[src/rtl/word_gen_dispatch.sv]
// Copies each candidate word out of the shared word_gen storage into one of N hash-unit
// input buffers, chosen round-robin among units that are not full, and forwards its header.
module word_gen_dispatch #(
   parameter int N_UNITS      = 4,
   parameter int WORD_MAX_LEN = 32,
   localparam int AW = $clog2(WORD_MAX_LEN),
   localparam int LW = $clog2(WORD_MAX_LEN + 1),
   localparam int IW = (N_UNITS > 1) ? $clog2(N_UNITS) : 1
) (
   input  logic               CLK,
   input  logic               RESET_N,
   input  logic [7:0]         gen_dout,
   output logic [AW-1:0]      gen_rd_addr,
   input  logic               gen_empty,
   output logic               gen_set_empty,
   input  logic [15:0]        gen_pkt_id,
   input  logic [15:0]        gen_word_id,
   input  logic [31:0]        gen_gen_id,
   input  logic [LW-1:0]      gen_word_len,
   input  logic               gen_end,
   input  logic [N_UNITS-1:0] unit_full,
   output logic [N_UNITS-1:0] unit_wr_en,
   output logic [AW-1:0]      unit_addr,
   output logic [7:0]         unit_din,
   output logic [N_UNITS-1:0] unit_set_full,
   output logic [15:0]        unit_pkt_id,
   output logic [15:0]        unit_word_id,
   output logic [31:0]        unit_gen_id,
   output logic [LW-1:0]      unit_word_len,
   output logic               list_done,
   output logic               idle,
   output logic [2:0]         fsm_state
);

   // Handshakes: a word is offered while gen_empty=0 and is taken back by a one-cycle
   // gen_set_empty; a unit accepts a word only while unit_full=0 (sampled in SELECT) and
   // the word is handed over by a one-cycle unit_set_full on the granted unit.
   typedef enum logic [2:0] {
      S_IDLE    = 3'd0,
      S_SELECT  = 3'd1,
      S_COPY    = 3'd2,
      S_COMMIT  = 3'd3,
      S_COMMIT0 = 3'd4,
      S_DONE    = 3'd5,
      S_GAP     = 3'd6
   } state_t;

   state_t               state;
   state_t               state_nxt;
   logic [IW-1:0]        rr_ptr;
   logic [IW-1:0]        pick_idx;
   logic [IW-1:0]        cand;
   logic                 pick_found;
   logic [N_UNITS-1:0]   grant;
   logic                 wr_pend;
   logic                 last_addr;

   // Scan from the farthest candidate to the nearest so the nearest free unit wins.
   always_comb begin
      pick_found = 1'b0;
      pick_idx   = '0;
      cand       = '0;
      for (int k = N_UNITS; k >= 1; k--) begin
         cand = IW'((int'(rr_ptr) + k) % N_UNITS);
         if (!unit_full[cand]) begin
            pick_found = 1'b1;
            pick_idx   = cand;
         end
      end
   end

   assign last_addr = (LW'(gen_rd_addr) == (unit_word_len - LW'(1)));

   always_ff @(posedge CLK or negedge RESET_N) begin
      if (!RESET_N) begin
         state <= S_IDLE;
      end else begin
         state <= state_nxt;
      end
   end

   always_comb begin
      state_nxt = state;
      case (state)
         S_IDLE: begin
            if (!gen_empty) begin
               state_nxt = gen_end ? S_DONE : S_SELECT;
            end
         end
         S_SELECT: begin
            if (pick_found) begin
               state_nxt = (gen_word_len == '0) ? S_COMMIT0 : S_COPY;
            end
         end
         S_COPY: begin
            if (last_addr) begin
               state_nxt = S_COMMIT;
            end
         end
         S_COMMIT, S_COMMIT0, S_DONE: state_nxt = S_GAP;
         S_GAP:                       state_nxt = S_IDLE;
         default:                     state_nxt = S_IDLE;
      endcase
   end

   // Read data lags the address by one cycle, so the write strobe and byte address are
   // the COPY-cycle values delayed by one register stage.
   always_ff @(posedge CLK or negedge RESET_N) begin
      if (!RESET_N) begin
         rr_ptr        <= IW'(N_UNITS - 1);
         grant         <= '0;
         gen_rd_addr   <= '0;
         unit_addr     <= '0;
         wr_pend       <= 1'b0;
         unit_pkt_id   <= '0;
         unit_word_id  <= '0;
         unit_gen_id   <= '0;
         unit_word_len <= '0;
      end else begin
         wr_pend <= (state == S_COPY);
         if (state == S_SELECT && pick_found) begin
            grant         <= N_UNITS'(1) << pick_idx;
            rr_ptr        <= pick_idx;
            gen_rd_addr   <= '0;
            unit_pkt_id   <= gen_pkt_id;
            unit_word_id  <= gen_word_id;
            unit_gen_id   <= gen_gen_id;
            unit_word_len <= gen_word_len;
         end
         if (state == S_COPY) begin
            gen_rd_addr <= gen_rd_addr + AW'(1);
            unit_addr   <= gen_rd_addr;
         end
      end
   end

   assign unit_wr_en    = wr_pend ? grant : '0;
   assign unit_set_full = (state == S_COMMIT || state == S_COMMIT0) ? grant : '0;
   assign unit_din      = gen_dout;
   assign gen_set_empty = (state == S_COMMIT) || (state == S_COMMIT0) || (state == S_DONE);
   assign list_done     = (state == S_DONE);
   assign idle          = (state == S_IDLE);
   assign fsm_state     = state;

endmodule

[config.mk]
export PLATFORM = sky130hd
export DESIGN_NAME = word_gen_dispatch
export DESIGN_NICKNAME = d
export VERILOG_FILES = /design/src/rtl/word_gen_dispatch.sv
export SDC_FILE = /design/constraint.sdc
export NUM_CORES = 1
export LEC_CHECK = 0
export BUFFER_PORTS_ARGS = -buffer_cell sky130_fd_sc_hd__buf_2
export CAP_MARGIN = 10
export CELL_PAD_IN_SITES_DETAIL_PLACEMENT = 1
export CELL_PAD_IN_SITES_GLOBAL_PLACEMENT = 1
export CORE_ASPECT_RATIO = 1.4
export CORE_UTILIZATION = 38
export CTS_CLUSTER_DIAMETER = 150
export DETAILED_ROUTE_END_ITERATION = 10
export PLACE_DENSITY_LB_ADDON = 0.1
export SYNTH_ARGS = -nofsm -noshare
export SYNTH_HDL_FRONTEND = slang
export SYNTH_SLANG_ARGS = --single-unit
[constraint.sdc]
create_clock -name CLK -period 3.1 [get_ports CLK]
set_input_delay 0.155 -clock CLK [delete_from_list [all_inputs] [get_ports CLK]]
set_output_delay 0.155 -clock CLK [all_outputs]
set_load 0.1 [all_outputs]
# [Yosys cells after proc, flatten, opt, wreduce, memory -nomap -nowiden]
# Cells that the tools add are included.
[totals] regBits=90
[op_classes] n_addsub=6 n_lt_le_gt_ge=4 eq_ne=9 shift=1 muxes=26 n_reduce_logical=8
[ops] cell="$mux W3" n=5
[ops] cell="$lt A2 B3 Y1 const B" n=4
[ops] cell="$pmux W3 S4" n=1
[ops] cell="$mux W5" n=2
[ops] cell="$bmux W1 S2" n=4
[ops] cell="$mux W1" n=8
[ops] cell="$mux W2" n=4
[ops] cell="$mux W4" n=2
[ops] cell="$eq A3 B2 Y1 const B" n=2
[ops] cell="$eq A3 B3 Y1 const B" n=2
[ops] cell="$eq A5 B6 Y1" n=1
[ops] cell="$logic_not A6 Y1" n=1
[ops] cell="$ne A2 B2 Y1 const B" n=3
[ops] cell="$sub A6 B1 Y6 const B" n=1
[ops] cell="$add A5 B1 Y5 const B" n=1
[ops] cell="$add A2 B1 Y2 const B" n=2
[ops] cell="$add A2 B2 Y2 const B" n=2
[ops] cell="$shl A1 B2 Y4 const A" n=1
[ops] cell="$eq A3 B1 Y1 const B" n=1
[ops] cell="$logic_not A3 Y1" n=1
[ops] cell="$reduce_and A3 Y1" n=1
[ops] cell="$reduce_or A3 Y1" n=1
[ops] cell="$logic_or A1 B1 Y1" n=2
[ops] cell="$reduce_bool A2 Y1" n=1
[ops] cell="$logic_and A1 B1 Y1" n=1

# [Longest topological paths before layout]
[depth] ltp_word=10 mapped_depth=7 mapped_depth_nobuf=7

# [Worst setup path before layout]
# No wires, ideal clock.
[synth_timing] path_type="reg-to-output" from="register state[1], in the netlist fsm_state[1]" to="output idle" t_arrival_ns=3.133 slack_ns=-0.188 stages_incl_launch_ff=3 n_path_buf=1 path_cell_list="dfrtp_1 buf_2 nor3_1"
[synth_between] elab_chain_len=1
[synth_rtl] item="start, declared" line="48" rtl="state_t state;"
[synth_rtl] item="start signal, assigned" line="78" rtl="state <= state_nxt;"
[synth_rtl] item="$logic_not A3 Y1" line="142" rtl="assign idle = (state == S_IDLE);"
[synth_rtl] item="end, declared" line="31" rtl="output logic idle,"
# Every way passes these cells.

# [Worst setup path after layout]
[layout_timing] from="register state[2], in the netlist fsm_state[2]" to="output unit_set_full[3]"
[layout_between] elab_chain_len=3
[layout_rtl] item="$eq A3 B2 Y1 or $eq A3 B3 Y1 (tied branches)" line="138" rtl="assign unit_set_full = (state == S_COMMIT || state == S_COMMIT0) ? grant : '0;"
[layout_rtl] item="$logic_or A1 B1 Y1 (*)" line="138"
[layout_rtl] item="$mux W4 (*)" line="138"
[layout_rtl] item="end, declared" line="25" rtl="output logic [N_UNITS-1:0] unit_set_full,"
# Every way passes the cells marked *; elsewhere a longest branch is shown, timed or not.

==> metrics.md <==
| Metric | Value |
|---|---|
| Outcome | complete, no violations |
| Setup TNS | 0 ns |
| Routed WL per cell | 15.3 um |
| Reg-to-Reg Start | fsm_state[2]$_DFFE_PN0P_ |
| Critical Path Start | fsm_state[2]$_DFFE_PN0P_ |
| Pin count of the biggest net entering global routing | 53 |
| Final setup viols | 0 |
| Arrival time worst endpoint | 2.11 ns |
| Synth top area share | 56.5% |
| Routability cong. | 0.769 |
| Post-layout min period | 2.26 ns |
| CTS max path bufs | 2 |
| CP Capture Type | output pin |
| Critical Path Fanout Max | 10 |
| Core box area | 9950 sq um |
| Syn Nets | 385 |
| WL final | 9220 um |
| Num CTS Buffers | 9 |
| Kind of critical path | reg2out |
| Aggregate global routing overflow | 0 |
| Antenna diode count | 0 |
| Top-count cell post-synth | dfrtp_1 |
| Total GRT Usage | 18.6% |
| TritonCTS clock tree | done |
| Register bit total from synthesis | 90 |
| HP Start | gen_pkt_id[7] |
| Hold Violations, Final | 0 |
| Die Y | 122 um |
| Clock skew | 0.00329 ns |
| Worst Max-Slew Pin Slew | 0.624 ns |
| Primary FF master, synth | dfrtp_1 |
| Area leader, netlist | dfrtp_1 |
| Synth cell count leaders | dfrtp_1, mux2_2, nand2_1 |
| Die area | 10700 sq um |
| Vias post-DR | 2871 |
| Top post-synthesis cells by area | dfrtp_1, mux2_2, mux2_4 |
| Max-Cap Viols | 0 |
| RSZ-0062 raised after global routing | no |
| Worst hold path type | in2reg |
| Initial antenna violation count | 0 |
| Slew margin rel. | 58.4% |
| Max Slew Vio Count | 0 |
| Layout cells sized above 1 | 56.8% |
| Warnings from Yosys | 0 |
| Worst-Skew Late Latency | 0.33 ns |
| Area of the multi-input gates | 1460 sq um |
| Iteration-0 DRC Markers | 71 |
| Num rows | 43 |
| Post-DP HPWL | 6770 um |
| I/O Buffers | 171 |
| Global-route wire length before repair | 14900 um |
| Number of synthesized flops with an enable pin | 0 |
| Final net count | 551 |
| Initial Util | 39.1% |
| Share of the yosys chip area belonging to registers | 57.9% |
| Async SR Flop Fraction | 100% |
| DRC viols | 0 |
| Fin crit share | 72.9% |
| Register area | 2250 sq um |
| DR vias/cell | 4.76 |
| Post-CTS Setup Bufs | 0 |
| Max Fclk | 442 MHz |
| Post-Syn Area | 3890 sq um |
| CP Data Required Time | 2.94 ns |
| I/O pins | 188 |
| P&R area growth vs syn | 32.0% |
| # H-tree levels | 3 |
| CTS Root Cell | clkbuf_16 |
| Worst-path clk slew | 0.06 ns |
| Post-Syn Instances | 297 |
| Synth unique cells | 39 |
| Pre-Repair DR Iteration Count | 4 |
| Post-route ant nets | 0 |
| Chip width | 87.6 um |
| CTS sink cnt | 90 |
| Post-Syn Area per Cell | 13.1 sq um |
| Vias in the first global route | 3057 |
| Fill count | 1113 |
| Crit start category | flop |
| Post-cts sizing count | 0 |
## what timing repair did
item,in CTS,in global routing
hold buffers,1,0
endpoints found under the hold margin,44,0
endpoints found under the setup margin,0,0
## cell usage in the layout (no fill, tap or decap), drive strengths merged
cell / instances
inv: 5
o2111ai: 1
nand2b: 4
or2: 1
nor4: 2
dfrtp: 88
or2b: 1
clkbuf: 10
nand3b: 1
nand2: 30
or4: 1
clkinvlp: 1
ha: 2
nor3: 5
dlygate4sd3: 1
a22o: 2
a22oi: 1
bufinv: 2
nand3: 5
a311oi: 1
o211ai: 1
a21oi: 8
mux2: 70
nor2b: 1
a31oi: 2
buf: 174
xnor2: 5
clkinv: 4
o211a: 1
dfstp: 2
o21ai: 13
xor2: 2
nor2: 9
a221oi: 1
and2: 8
nand4: 2
o31ai: 1
## per-stage QoR
step	std cells	util, %	hold WS (ns)	area (sq um)	setup WS, ns
CTS	603	51.6	0.0305	5140	0.793
global placement	586	48.2	0.216	4800	1.11
detailed placement	586	48.2	0.222	4800	1.06
global route	603	51.6	0.0348	5140	0.724
finish	603	51.6	0.0453	5140	0.839
floorplan	297	-	-0.141	3900	0.351
## critical path, cell delays in order, from the launching register on
cell and delay (ns):
dfrtp_1 0.50, nand2b_1 0.21, or2_2 0.30, o21ai_0 0.16, and2_1 0.18, buf_2 0.42
## cell type report
class	count	share of cell area [%]
Inverter	6	0.438
Timing Repair Buffer	175	17.6
Sequential cell	90	43.9
Tap cell	135	3.29
Clock inverter	6	1.75
Multi-Input combinational cell	181	28.4
Clock buffer	10	4.65
## per-layer routing
layer	global-route usage (%)	part of all wire [%]	vias up
met5	0	0	-
met4	8.40	2.4	0
met3	5.42	6.0	17
met2	31.2	53	102
met1	21.7	39	1403
li1	-	-	1349
## path summary, 6_finish.rpt
check / endpoint / slack (ns) / cells after the start
hold / removal: unit_pkt_id[7]$_DFFE_PN0P_ / 0.05 / 2
min in group asynchronous: unit_word_len[3]$_DFFE_PN0P_ / 0.37 / 2
setup reg to reg: gen_rd_addr[3]$_DFFE_PN0P_ / 1.06 / 6
hold reg to reg: unit_addr[3]$_DFFE_PN0P_ / 0.48 / 2
setup / recovery: unit_set_full[3] / 0.84 / 5
max in group asynchronous: unit_gen_id[25]$_DFFE_PN0P_ / 1.97 / 3
## registers in the layout (all words and copies together), names as in the netlist
name,cells
grant,4
unit_pkt_id,16
gen_rd_addr,5
unit_gen_id,32
rr_ptr,2
unit_word_id,16
fsm_state,3
wr_pend,1
unit_addr,5
unit_word_len,6
## cells by family (layout without fill, tap and decap cells)
logic type	after synthesis	after routing	share of synthesized area (%)
AOI/OAI and AO/OA	32	32	4.98
xor gates and xnor gates	7	7	1.57
adders and majority gates	2	2	0.642
buffers and inverters	26	197	4.72
DFF	90	90	57.9
muxes	70	70	21.2
and+or+nand+nor	70	70	8.99
Power is not shown: default switching activity piles up to over one toggle a cycle in this logic, so the estimate is an artifact.
